**src/rtl/cluster_space_sched_pkg.sv**
```systemverilog
// Shared types and defaults for the cluster packet-buffer space scheduler.
package cluster_space_sched_pkg;

  localparam int unsigned CLUSTER_BYTES = 262144;
  localparam int unsigned SIZE_W        = 16;
  localparam int unsigned CNT_W         = $clog2(CLUSTER_BYTES) + 1;
  localparam int unsigned MSGID_W       = 8;

  typedef logic [CNT_W-1:0]  free_cnt_t;
  typedef logic [SIZE_W-1:0] pkt_size_t;

  typedef struct packed {
    logic [MSGID_W-1:0] msgid;
    logic [31:0]        handler_addr;
    pkt_size_t          pkt_size;
  } handler_task_t;

endpackage

```
**src/rtl/cluster_space_sched_argmax.sv**
```systemverilog
// argmax_n: combinational maximum of N unsigned values; the lowest index wins ties.
module argmax_n #(
  parameter int unsigned N = 4,
  parameter int unsigned W = 8
) (
  input  logic [N-1:0][W-1:0]     vals_i,
  output logic [$clog2(N)-1:0]    idx_o,
  output logic [W-1:0]            max_o
);

  localparam int unsigned IDX_W = $clog2(N);

  always_comb begin
    idx_o = '0;
    max_o = vals_i[0];
    for (int i = 1; i < N; i++) begin
      if (vals_i[i] > max_o) begin
        idx_o = IDX_W'(i);
        max_o = vals_i[i];
      end
    end
  end

endmodule

```
**src/rtl/cluster_space_sched.sv**
```systemverilog
// Byte-granular task dispatcher: home cluster if the packet fits, else the emptiest cluster.
// Optional SPACE_SCHED_STATS_EN adds saturating dispatch/redirect/stall counters.
//
// state     | meaning
// ST_IDLE   | ready for a task from the MPQ engine
// ST_DECIDE | pick a cluster and debit it, or stall until space is released
// ST_PUSH   | hold the dispatch until the selected cluster accepts it
module cluster_space_sched
  import cluster_space_sched_pkg::*;
#(
  parameter int unsigned  NUM_CLUSTERS  = 4,
  parameter int unsigned  CLUSTER_BYTES = cluster_space_sched_pkg::CLUSTER_BYTES,
  localparam int unsigned CNT_W         = $clog2(CLUSTER_BYTES) + 1
) (
  input  logic                                  clk_i,
  input  logic                                  rst_i,
  input  logic                                  task_valid_i,
  output logic                                  task_ready_o,
  input  handler_task_t                         task_descr_i,
  output logic [NUM_CLUSTERS-1:0]               cluster_task_valid_o,
  input  logic [NUM_CLUSTERS-1:0]               cluster_task_ready_i,
  output handler_task_t [NUM_CLUSTERS-1:0]      cluster_task_descr_o,
  input  logic [NUM_CLUSTERS-1:0]               release_valid_i,
  input  logic [NUM_CLUSTERS-1:0][SIZE_W-1:0]   release_bytes_i,
  output logic [NUM_CLUSTERS-1:0][CNT_W-1:0]    cluster_free_o,
`ifdef SPACE_SCHED_STATS_EN
  output logic [31:0]                           stat_dispatched_o,
  output logic [31:0]                           stat_redirected_o,
  output logic [31:0]                           stat_stall_cycles_o,
`endif
  output logic                                  err_o
);

  localparam int unsigned CID_W  = $clog2(NUM_CLUSTERS);
  // Headroom so free - debit + release can never wrap before the clamp check.
  localparam int unsigned CALC_W = ((CNT_W > SIZE_W) ? CNT_W : SIZE_W) + 2;
  localparam logic [CALC_W-1:0] CAP = CALC_W'(CLUSTER_BYTES);

  typedef enum logic [1:0] {ST_IDLE, ST_DECIDE, ST_PUSH} state_e;

  state_e                              state_q;
  handler_task_t                       descr_q;
  logic [CID_W-1:0]                    sel_q;
  logic [NUM_CLUSTERS-1:0][CNT_W-1:0]  free_q, free_d;
  logic [CID_W-1:0]                    home, max_idx, sel_c;
  logic [CNT_W-1:0]                    max_val;
  logic [CALC_W-1:0]                   pkt_w, sum;
  logic                                fits_home, fits_max, oversize, dispatch, ovf;

  argmax_n #(.N(NUM_CLUSTERS), .W(CNT_W)) u_argmax (
    .vals_i (free_q),
    .idx_o  (max_idx),
    .max_o  (max_val)
  );

  always_comb begin
    home      = descr_q.msgid[CID_W-1:0];
    pkt_w     = CALC_W'(descr_q.pkt_size);
    fits_home = CALC_W'(free_q[home]) >= pkt_w;
    fits_max  = CALC_W'(max_val) >= pkt_w;
    oversize  = pkt_w > CAP;
    sel_c     = fits_home ? home : max_idx;
    dispatch  = (state_q == ST_DECIDE) && !oversize && (fits_home || fits_max);
  end

  always_comb begin
    free_d = free_q;
    ovf    = 1'b0;
    sum    = '0;
    for (int i = 0; i < NUM_CLUSTERS; i++) begin
      sum = CALC_W'(free_q[i]);
      if (dispatch && (sel_c == CID_W'(i))) sum = sum - pkt_w;
      if (release_valid_i[i]) sum = sum + CALC_W'(release_bytes_i[i]);
      if (sum > CAP) begin
        free_d[i] = CNT_W'(CLUSTER_BYTES);
        ovf       = 1'b1;
      end else begin
        free_d[i] = sum[CNT_W-1:0];
      end
    end
  end

  always_ff @(posedge clk_i) begin
    if (rst_i) begin
      state_q              <= ST_IDLE;
      task_ready_o         <= 1'b0;
      cluster_task_valid_o <= '0;
      descr_q              <= '0;
      sel_q                <= '0;
      free_q               <= {NUM_CLUSTERS{CNT_W'(CLUSTER_BYTES)}};
      err_o                <= 1'b0;
    end else begin
      free_q <= free_d;
      if (ovf) err_o <= 1'b1;
      case (state_q)
        ST_IDLE: begin
          if (task_ready_o && task_valid_i) begin
            descr_q      <= task_descr_i;
            task_ready_o <= 1'b0;
            state_q      <= ST_DECIDE;
          end else begin
            task_ready_o <= 1'b1;
          end
        end
        ST_DECIDE: begin
          if (oversize) begin
            err_o        <= 1'b1;
            task_ready_o <= 1'b1;
            state_q      <= ST_IDLE;
          end else if (dispatch) begin
            sel_q                <= sel_c;
            cluster_task_valid_o <= NUM_CLUSTERS'(1) << sel_c;
            state_q              <= ST_PUSH;
          end
        end
        ST_PUSH: begin
          if (cluster_task_ready_i[sel_q]) begin
            cluster_task_valid_o <= '0;
            task_ready_o         <= 1'b1;
            state_q              <= ST_IDLE;
          end
        end
        default: state_q <= ST_IDLE;
      endcase
    end
  end

  assign cluster_task_descr_o = {NUM_CLUSTERS{descr_q}};
  assign cluster_free_o       = free_q;

`ifdef SPACE_SCHED_STATS_EN
  logic redir_q;
  logic push_done, stall;

  assign push_done = (state_q == ST_PUSH) && cluster_task_ready_i[sel_q];
  assign stall     = (state_q == ST_DECIDE) && !oversize && !dispatch;

  always_ff @(posedge clk_i) begin
    if (rst_i) begin
      redir_q             <= 1'b0;
      stat_dispatched_o   <= '0;
      stat_redirected_o   <= '0;
      stat_stall_cycles_o <= '0;
    end else begin
      if (dispatch) redir_q <= (sel_c != home);
      if (push_done && (stat_dispatched_o != '1)) stat_dispatched_o <= stat_dispatched_o + 32'd1;
      if (push_done && redir_q && (stat_redirected_o != '1))
        stat_redirected_o <= stat_redirected_o + 32'd1;
      if (stall && (stat_stall_cycles_o != '1)) stat_stall_cycles_o <= stat_stall_cycles_o + 32'd1;
    end
  end
`endif

endmodule
```
**config.mk**
```make
export PLATFORM = sky130hd
export DESIGN_NAME = cluster_space_sched
export DESIGN_NICKNAME = d
export VERILOG_FILES = /design/src/rtl/cluster_space_sched_pkg.sv /design/src/rtl/cluster_space_sched_argmax.sv /design/src/rtl/cluster_space_sched.sv
export SDC_FILE = /design/constraint.sdc
export NUM_CORES = 1
export LEC_CHECK = 0
export ABC_AREA = 1
export ABC_CLOCK_PERIOD_IN_PS = 12400
export BUFFER_PORTS_ARGS = -buffer_cell sky130_fd_sc_hd__buf_2
export CORE_ASPECT_RATIO = 1.25
export CORE_MARGIN = 3
export CORE_UTILIZATION = 50
export DETAILED_ROUTE_END_ITERATION = 12
export HOLD_SLACK_MARGIN = 0.1
export PLACE_DENSITY = 0.76
export SKIP_LAST_GASP = 1
export SLEW_MARGIN = 10
export SYNTH_ARGS = -nofsm -noshare
export SYNTH_HDL_FRONTEND = slang
export SYNTH_SLANG_ARGS = --single-unit
```
**constraint.sdc**
```tcl
create_clock -name clk_i -period 12.4 [get_ports clk_i]
set_input_delay 1.24 -clock clk_i [delete_from_list [all_inputs] [get_ports clk_i]]
set_output_delay 1.24 -clock clk_i [all_outputs]
set_load 0.005 [all_outputs]
```
==> results of run 1 <==
[final timing paths]
check	start	endpoint	slack, ns	cells past startpoint
max	cluster_free_o[17]$_SDFF_PP0_	err_o$_SDFFE_PP0P_	1.04	57
min reg2reg	cluster_task_valid_o[0]$_SDFFE_PP0P_	cluster_task_valid_o[0]$_SDFFE_PP0P_	0.48	2
min	cluster_task_valid_o[0]$_SDFFE_PP0P_	cluster_task_valid_o[0]$_SDFFE_PP0P_	0.48	2
max reg2reg	cluster_free_o[17]$_SDFF_PP0_	err_o$_SDFFE_PP0P_	1.04	57
[metrics by stage]
step / worst slack [ns] / instances / utilization, % / hold WS [ns]
detailed placement: 0.676 / 3336 / 54.7 / 0.466
CTS: 0.596 / 3368 / 56.6 / 0.482
finish: 1.04 / 3373 / 56.7 / 0.482
global placement: 0.918 / 3336 / 54.7 / 0.474
floorplan: 3.53 / 2696 / - / 0.454
global route: 0.0362 / 3370 / 56.7 / 0.520
[worst reg2reg max path: cells and delay by family (launching register included)]
family / cells / cell delay (ns)
compound gates: 18 / 3.52
fa+ha+maj: 5 / 1.62
buf+inv: 5 / 0.66
flops: 1 / 0.48
simple gates: 29 / 4.92
[cells by family after synthesis]
family,synth area share (%)
AO/OA/AOI/OAI,16.2
XOR/XNOR,5.55
adder cells (fa/ha/maj),16.7
buffers and inverters,15.2
flip-flops,16.5
AND/OR/NAND/NOR,29.9
[cell type report]
cell class              instances  area share (%)
multi-input cells            2048            61.5
flip-flops and latches        142            14.8
repair buffers                463            12.5
inverters                     260            5.11
well taps                     423            2.76
clock buffers                  17            2.22
clock inverters                15            1.04
diodes                          4          0.0523
repair inverters                1          0.0392
[per-layer routing]
layer  vias to the layer above  GRT usage, %  wire length (µm)  part of all wire, %
met3                       251          6.77              6350                  8.8
met2                      1051          60.1             32000                   45
met1                      8954          44.5             27500                   38
met5                         -             0                 0                    0
met4                         0          27.7              5980                  8.3
li1                       9266             -                 -                    -
[state kept, by name, indices dropped and copies added (netlist names)]
register / flops
cluster_free_o: 76
cluster_task_descr_o: 56
cluster_task_valid_o: 4
sel_q: 2
state_q: 2
err_o: 1
task_ready_o: 1
[where the power goes]
group	leakage [µW]	internal [µW]	switching [µW]
sequential	0.00115	475	38.4
clock	0.000300	275	273
combinational	0.00954	421	781
total	0.0110	1170	1090
[cell usage in the layout (no fill, tap or decap), types with 8 or more instances in the layout]
master and instances:
dfxtp_1 142, clkbuf_16 17, a21oi_1 194, nand3_1 136
inv_1 251, a31oi_1 9, a21o_1 16, xor2_1 73
o21ai_0 240, fa_1 8, nand2_1 612, and2_1 19
o22ai_1 9, nor3_1 14, buf_4 27, ha_1 217
o21ai_1 13, buf_2 436, nor2_1 282, nand4_1 83
a21boi_0 13, xnor2_1 36
[what timing repair did]
action                                  in CTS  in global routing
resized for setup                            0                 12
hold buffers                                 0                  0
endpoints found under the setup margin       0                 76
==> flow_metrics.py, run 1 <==
metrics = {
    "worst_setup_path": {
        "cp-start-kind": "flop",
        "critPathKind": "flop to flop",
        "cp_max_fo": 45,
        "slowest_stage": "dfxtp_1",
        "cpLargestDelayFamily": "simple AND/OR/NAND/NOR gates",
        "worst_ep_required_time_ns": 12.73,
        "cp-end-kind": "flop",
        "critPathMaxStageDelay_ns": 0.48,
        "arrival_ns": 11.69,
        "cp_num_buf_inv": 5,
    },
    "power_and_ir_drop": {
        "p_total_uw": 2260,
        "leakage_uw": 0.0110,
        "power.density_nw_per_um2": 118,
        "vdd_drop_max_uv": 116,
    },
    "global_routing": {
        "antenna_found_initial": 1,
        "gr-usage-all-layers_pct": 37.4,
        "grt_pass1_wl_um": 104000,
        "grt_pass1_vias": 18100,
        "overflow": 0,
        "grt_max_degree": 63,
    },
    "cts": {
        "htreeDepth": 4,
        "path_clk_slew_ns": 0.07,
        "clock-sinks": 142,
        "clk-insertion-delay-late_ns": 0.47,
        "post_cts_buffers": 0,
        "max-clock-path-buffers": 2,
        "cts_tree": "yes",
        "cts_root_buf": "clkbuf_16",
        "numCtsBuffers": 17,
    },
    "layout": {
        "area_growth_pct": 11.4,
        "nets": 3289,
        "n_fill_cell": 3396,
        "multi_input_area_um2": 11800,
        "design_area_um2": 19200,
        "drive_above_1_share_pct": 18.5,
        "seqCellArea_um2": 2840,
    },
    "timing": {
        "rsz0062_at_grt": "no",
        "setup_viol_count_final": 0,
        "fin_crit_ns": 11.36,
        "slew_headroom_pct": 28.3,
        "tightest_slew_ns": 1.06,
        "fin_crit_sh_pct": 91.6,
        "setup_tns_ns": 0,
        "max_freq_mhz": 88.0,
        "hold_viol": 0,
        "finalClockSkew_ns": 0.0176,
        "finalMaxSlewViolations": 0,
    },
    "drt": {
        "drc": 0,
        "wl_per_cell_um": 21.3,
        "viasPerCell": 5.79,
        "dr.pass1.iters": 6,
        "vias": 19500,
        "final_antenna_net_count": 0,
        "drt_iter0_drc": 1668,
        "wirelength_um": 71800,
    },
    "logic_synthesis": {
        "ys.flop_type": "dfxtp_1",
        "avgSynthCellArea_um2": 6.38,
        "async_flop_share_pct": 0,
        "yosys_warnings": 0,
        "synth_edf_count": 0,
        "yosys.area.top_type": "dfxtp_1",
        "synth_commonest_cells": "nand2_1, nor2_1, inv_1",
        "synth_most_common_cell": "nand2_1",
        "synth_cell_type_count": 44,
        "synth-seq-area-share_pct": 16.5,
        "synthCells": 2696,
        "ys_ff_latch": 142,
        "synth_area_leaders": "dfxtp_1, ha_1, nand2_1",
        "post-synth-top-area-fraction_pct": 16.5,
        "netlist_area_um2": 17200,
        "synth_nets": 3052,
    },
    "floorplanning": {
        "ios": 437,
        "fp.dieW_um": 172,
        "die_y_um": 213,
        "start_util_pct": 50.9,
        "dieArea_um2": 36700,
        "core_area_um2": 33800,
        "rows": 75,
    },
    "flow_run": {
        "max_cap_viol_count": 0,
    },
    "run_status": {
        "outcome": "completed",
    },
    "placed_design": {
        "hpwl_um": 57400,
        "post_dp_cell_area_um2": 18500,
        "gp_congestion": 1.05,
        "io_buffers": 436,
    },
    "worst_hold_path": {
        "hold_class": "flop to flop",
    },
}
No activity file was read; power rests on OpenSTA's default activity.
==> inputs of run 2 (changes only) <==
--- a/config.mk
+++ b/config.mk
@@ -13,7 +13,7 @@
 export CORE_UTILIZATION = 50
 export DETAILED_ROUTE_END_ITERATION = 12
 export HOLD_SLACK_MARGIN = 0.1
-export PLACE_DENSITY = 0.76
+export PLACE_DENSITY = 0.83
 export SKIP_LAST_GASP = 1
 export SLEW_MARGIN = 10
 export SYNTH_ARGS = -nofsm -noshare
==> flow_metrics.py, run 2 (synthesized netlist as in run 1, its figures left out) <==
metrics = {
    "run_status": {
        "outcome": "completed",
    },
    "layout": {
        "nets": 3277,
        "drive_above_1_share_pct": 18.2,
        "final_cell_mix": "nand2_1, buf_2, nor2_1",
        "area_growth_pct": 10.8,
        "mostFrequentLayoutCell": "nand2_1",
        "largest_reg_flops": 76,
    },
    "timing": {
        "fin_crit_sh_pct": 91.9,
        "finalMaxSlewViolations": 0,
        "slew_headroom_pct": 38.0,
        "fin_crit_ns": 11.39,
        "tightest_slew_ns": 0.929,
        "setup_tns_ns": 0,
        "max_freq_mhz": 87.8,
        "hold_viol": 0,
        "finalClockSkew_ns": 0.0112,
        "setup_viol_count_final": 0,
    },
    "placed_design": {
        "gp_congestion": 1.08,
        "io_buffers": 436,
        "hpwl_um": 55700,
    },
    "power_and_ir_drop": {
        "swShare_pct": 47.3,
        "seqPwrFrac_pct": 22.4,
        "vdd_drop_max_uv": 110,
        "p_int_uw": 1200,
        "leakage_uw": 0.0109,
        "clkPwrFrac_pct": 24.7,
        "power.density_nw_per_um2": 120,
        "p_total_uw": 2290,
        "p_switching_uw": 1080,
        "power_frac_comb_pct": 52.9,
    },
    "drt": {
        "wirelength_um": 68800,
        "drt_iter0_drc": 1944,
        "viasPerCell": 5.78,
        "wl_per_cell_um": 20.5,
        "final_antenna_net_count": 0,
        "drc": 0,
        "dr.pass1.iters": 7,
        "vias": 19400,
    },
    "global_routing": {
        "gr-usage-all-layers_pct": 35.6,
        "grt_pass1_wl_um": 99400,
        "overflow": 0,
        "antenna_found_initial": 1,
        "grt_max_degree": 69,
        "grt_pass1_vias": 17800,
    },
    "floorplanning": {
        "ios": 437,
        "rows": 75,
        "dieArea_um2": 36700,
        "fp.dieW_um": 172,
        "core_area_um2": 33800,
        "start_util_pct": 50.9,
        "die_y_um": 213,
    },
    "cts": {
        "path_clk_slew_ns": 0.07,
        "max-clock-path-buffers": 2,
        "post_cts_buffers": 0,
        "htreeDepth": 4,
        "clock-sinks": 142,
        "cts_root_buf": "clkbuf_16",
        "clk-insertion-delay-late_ns": 0.46,
        "numCtsBuffers": 17,
        "cts_tree": "yes",
    },
    "worst_setup_path": {
        "worst_ep_required_time_ns": 12.73,
        "slowest_stage": "dfxtp_1",
        "arrival_ns": 11.72,
        "cp-start-kind": "flop",
        "cp_common_cell": "nand2_1",
        "cp_max_fo": 41,
        "critPathKind": "flop to flop",
        "critPathMaxStageDelay_ns": 0.52,
        "cp-end-kind": "flop",
    },
    "worst_hold_path": {
        "hold_class": "flop to flop",
    },
    "flow_run": {
        "max_cap_viol_count": 0,
    },
}
-- run 2: path summary, 6_finish.rpt --
check,end,from,slack [ns],depth (start not counted)
setup / recovery,err_o$_SDFFE_PP0P_,cluster_free_o[13]$_SDFF_PP0_,1.01,63
hold / removal,cluster_task_valid_o[1]$_SDFFE_PP0P_,cluster_task_valid_o[1]$_SDFFE_PP0P_,0.48,2
setup reg to reg,err_o$_SDFFE_PP0P_,cluster_free_o[13]$_SDFF_PP0_,1.01,63
hold reg to reg,cluster_task_valid_o[1]$_SDFFE_PP0P_,cluster_task_valid_o[1]$_SDFFE_PP0P_,0.48,2
-- run 2: final cells by class --
| cell class | count | area, µm² |
|---|---|---|
| Timing Repair Buffer | 451 | 2290 |
| Antenna cell | 1 | 2.50 |
| Multi-Input combinational cell | 2048 | 11800 |
| Sequential cell | 142 | 2840 |
| Tap cell | 423 | 529 |
| Clock inverter | 15 | 203 |
| Clock buffer | 17 | 425 |
| Timing Repair inverter | 1 | 7.51 |
| Inverter | 260 | 980 |
| Fill cell | 3395 | 14700 |
-- run 2: power by group through the flow --
stage               Clock (µW)  Sequential [µW]  Combinational (µW)
detailed placement           0              520                1160
CTS                        570              510                1160
global route               587              514                1360
global placement             0              519                1130
finish                     565              511                1210
floorplan                    0              507                 883
-- run 2: metal layers --
layer / global-route usage (%) / up-vias / wire length, µm
li1: - / 9260 / -
met1: 40.8 / 8954 / 25600
met2: 60.1 / 967 / 32600
met3: 7.62 / 245 / 5940
met4: 22.6 / 0 / 4660
met5: 0 / - / 0
-- run 2: metrics by stage --
step | instances | setup WS [ns] | utilization [%] | hold WS, ns | area (µm²)
6_report | 3358 | 1.01 | 56.4 | 0.478 | 19100
5_1_grt | 3358 | -0.0155 | 56.4 | 0.486 | 19100
3_5_place_dp | 3324 | 0.616 | 54.5 | 0.467 | 18400
2_1_floorplan | 2696 | 3.53 | - | 0.454 | 17200
4_1_cts | 3356 | 0.563 | 56.3 | 0.480 | 19000
3_3_place_gp | 3324 | 0.887 | 54.5 | 0.467 | 18400
-- run 2: repair_timing --
| action | CTS | global route |
|---|---|---|
| hold buffers | 0 | 0 |
| endpoints found under the setup margin | 0 | 75 |
| gates resized for setup | 0 | 17 |
-- run 2: worst max-delay path: cells and delay by family, from the launching register on --
family / cells / cell delay, ns
flops: 1 / 0.52
fa+ha+maj: 6 / 1.67
simple gates: 37 / 5.59
compound gates: 14 / 2.58
buf+inv: 5 / 0.65
xor+xnor: 1 / 0.18
==> inputs of run 3 (changes only) <==
--- a/config.mk
+++ b/config.mk
@@ -5,7 +5,6 @@
 export SDC_FILE = /design/constraint.sdc
 export NUM_CORES = 1
 export LEC_CHECK = 0
-export ABC_AREA = 1
 export ABC_CLOCK_PERIOD_IN_PS = 12400
 export BUFFER_PORTS_ARGS = -buffer_cell sky130_fd_sc_hd__buf_2
 export CORE_ASPECT_RATIO = 1.25
==> flow_metrics.py, run 3 <==
metrics = {
    "run_status": {
        "outcome": "completed",
    },
    "worst_setup_path": {
        "cp-end-kind": "flop",
        "slowest_stage": "a2111o_1",
        "r2r_start": "cluster_free_o[8]$_SDFF_PP0_",
        "worst_ep_required_time_ns": 12.75,
        "cp_max_fo": 22,
        "cp-start-kind": "flop",
        "cpLargestDelayFamily": "compound AO/OA/AOI/OAI gates",
        "cp_num_buf_inv": 9,
        "critPathMaxStageDelay_ns": 0.51,
        "startpoint": "cluster_free_o[8]$_SDFF_PP0_",
        "critPathKind": "flop to flop",
        "cp_common_cell": "a21oi_1",
        "arrival_ns": 12.17,
    },
    "timing": {
        "finalClockSkew_ns": 0.0119,
        "finalMaxSlewViolations": 0,
        "setup_viol_count_final": 0,
        "fin_crit_ns": 11.82,
        "max_freq_mhz": 84.6,
        "tightest_slew_ns": 1.11,
        "slew_headroom_pct": 25.9,
        "fin_crit_sh_pct": 95.3,
        "hold_viol": 0,
        "setup_tns_ns": 0,
    },
    "power_and_ir_drop": {
        "p_total_uw": 2460,
        "vdd_drop_max_uv": 93.4,
        "swShare_pct": 44.0,
        "power_frac_comb_pct": 55.8,
        "seqPwrFrac_pct": 20.3,
        "clkPwrFrac_pct": 24.0,
        "p_int_uw": 1380,
        "power.density_nw_per_um2": 118,
        "leakage_uw": 0.0101,
        "p_switching_uw": 1080,
    },
    "global_routing": {
        "grt_pass1_wl_um": 111000,
        "antenna_found_initial": 3,
        "overflow": 0,
        "grt_pass1_vias": 19100,
        "grt_max_degree": 83,
        "gr-usage-all-layers_pct": 39.6,
    },
    "logic_synthesis": {
        "post-synth-top-area-fraction_pct": 16.4,
        "synth-seq-area-share_pct": 16.4,
        "synth_edf_count": 0,
        "yosys_warnings": 0,
        "synth_area_leaders": "dfxtp_1, ha_1, buf_4",
        "avgSynthCellArea_um2": 7.57,
        "synth_commonest_cells": "nand2_1, ha_1, a21oi_1",
        "synth_most_common_cell": "nand2_1",
        "synthCells": 2288,
        "netlist_area_um2": 17300,
        "yosys.area.top_type": "dfxtp_1",
        "ys_ff_latch": 142,
        "synth_cell_type_count": 102,
        "synth_nets": 2644,
        "ys.flop_type": "dfxtp_1",
        "async_flop_share_pct": 0,
    },
    "layout": {
        "multi_input_area_um2": 12600,
        "n_fill_cell": 3054,
        "largest_reg_flops": 76,
        "final_util_pct": 61.7,
        "final_cell_mix": "buf_2, nand2_1, ha_1",
        "nets": 3065,
        "area_growth_pct": 20.7,
        "drive_above_1_share_pct": 28.3,
        "seqCellArea_um2": 2840,
        "design_area_um2": 20900,
        "layout.cells.non_filler": 3185,
        "mostFrequentLayoutCell": "buf_2",
    },
    "floorplanning": {
        "fp.dieW_um": 172,
        "dieArea_um2": 36900,
        "core_area_um2": 33900,
        "start_util_pct": 51.1,
        "die_y_um": 214,
        "rows": 75,
        "ios": 437,
    },
    "cts": {
        "htreeDepth": 4,
        "clock-sinks": 142,
        "numCtsBuffers": 17,
        "max-clock-path-buffers": 2,
        "clk-insertion-delay-late_ns": 0.46,
        "path_clk_slew_ns": 0.08,
        "cts_root_buf": "clkbuf_16",
        "cts_tree": "yes",
        "hold_buffers": 0,
    },
    "placed_design": {
        "gp_congestion": 1.05,
        "post_dp_cell_area_um2": 20100,
        "hpwl_um": 61100,
        "place_inst": 3147,
        "io_buffers": 436,
    },
    "drt": {
        "vias": 19600,
        "final_antenna_net_count": 0,
        "dr.pass1.iters": 5,
        "wirelength_um": 75900,
        "wl_per_cell_um": 23.8,
        "viasPerCell": 6.16,
        "drc": 0,
        "drt_iter0_drc": 1529,
    },
    "worst_hold_path": {
        "hold_class": "flop to flop",
        "hold_start": "cluster_task_valid_o[0]$_SDFFE_PP0P_",
    },
    "flow_run": {
        "max_cap_viol_count": 0,
    },
}
==> run 3: power groups by stage <==
| stage | logic (µW) | registers (µW) | clock network [µW] |
|---|---|---|---|
| CTS | 1330 | 497 | 587 |
| finish | 1370 | 498 | 588 |
| global route | 1490 | 500 | 601 |
| floorplan | 862 | 496 | 0 |
| global placement | 1300 | 506 | 0 |
| detailed placement | 1330 | 507 | 0 |
==> run 3: worst paths after layout <==
check,slack (ns),depth (start not counted),endpoint
worst min register to register,0.49,2,cluster_task_valid_o[0]$_SDFFE_PP0P_
worst max-delay path,0.58,53,cluster_free_o[14]$_SDFF_PP0_
worst max register to register,0.58,53,cluster_free_o[14]$_SDFF_PP0_
worst min-delay path,0.49,2,cluster_task_valid_o[0]$_SDFFE_PP0P_
==> run 3: logic make-up (layout without fill, tap and decap cells) <==
family | after synthesis | after routing | share of synthesized area, %
adders and majority gates | 225 | 225 | 16.6
xor gates and xnor gates | 108 | 108 | 5.46
DFF | 142 | 142 | 16.4
and+or+nand+nor | 781 | 781 | 21.1
buffers and inverters | 344 | 778 | 11.4
AOI/OAI and AO/OA | 624 | 624 | 23.9
muxes | 64 | 64 | 5.05
other | 0 | 1 | 0
==> run 3: layout make-up <==
| cell class | count | share of cell area (%) |
|---|---|---|
| Clock inverter | 15 | 1.06 |
| Antenna cell | 1 | 0.0120 |
| Tap cell | 462 | 2.77 |
| Inverter | 99 | 1.78 |
| Sequential cell | 142 | 13.6 |
| Clock buffer | 17 | 2.04 |
| Multi-Input combinational cell | 1802 | 60.3 |
| Timing Repair Buffer | 647 | 18.4 |
==> run 3: timing repair <==
| action | in CTS | in global routing |
|---|---|---|
| resized for setup | 0 | 22 |
| setup endpoints to repair | 0 | 77 |
| setup buffers | 0 | 5 |
==> run 3: worst min-delay path, delay by kind of cell (launching register included) <==
family	cells	cell delay [ns]
AOI/OAI and AO/OA	1	0.06
DFF	1	0.33
and+or+nand+nor	1	0.07
==> run 3: per-layer routing <==
layer  GRT usage (%)  wire length (µm)  vias up
met5               0                 0        -
met4            26.7              6330        0
met3            7.86              7270      312
met2            65.8             35100     1122
met1            45.3             27200     9214
li1                -                 -     8961
==> run 3: per-stage QoR <==
step                      hold WS [ns]  worst slack (ns)
final                            0.491             0.577
after global placement           0.462             0.459
after floorplan                  0.437             0.697
after detailed placement         0.475             0.216
after CTS                        0.491             0.143
after global routing             0.537          -0.00610
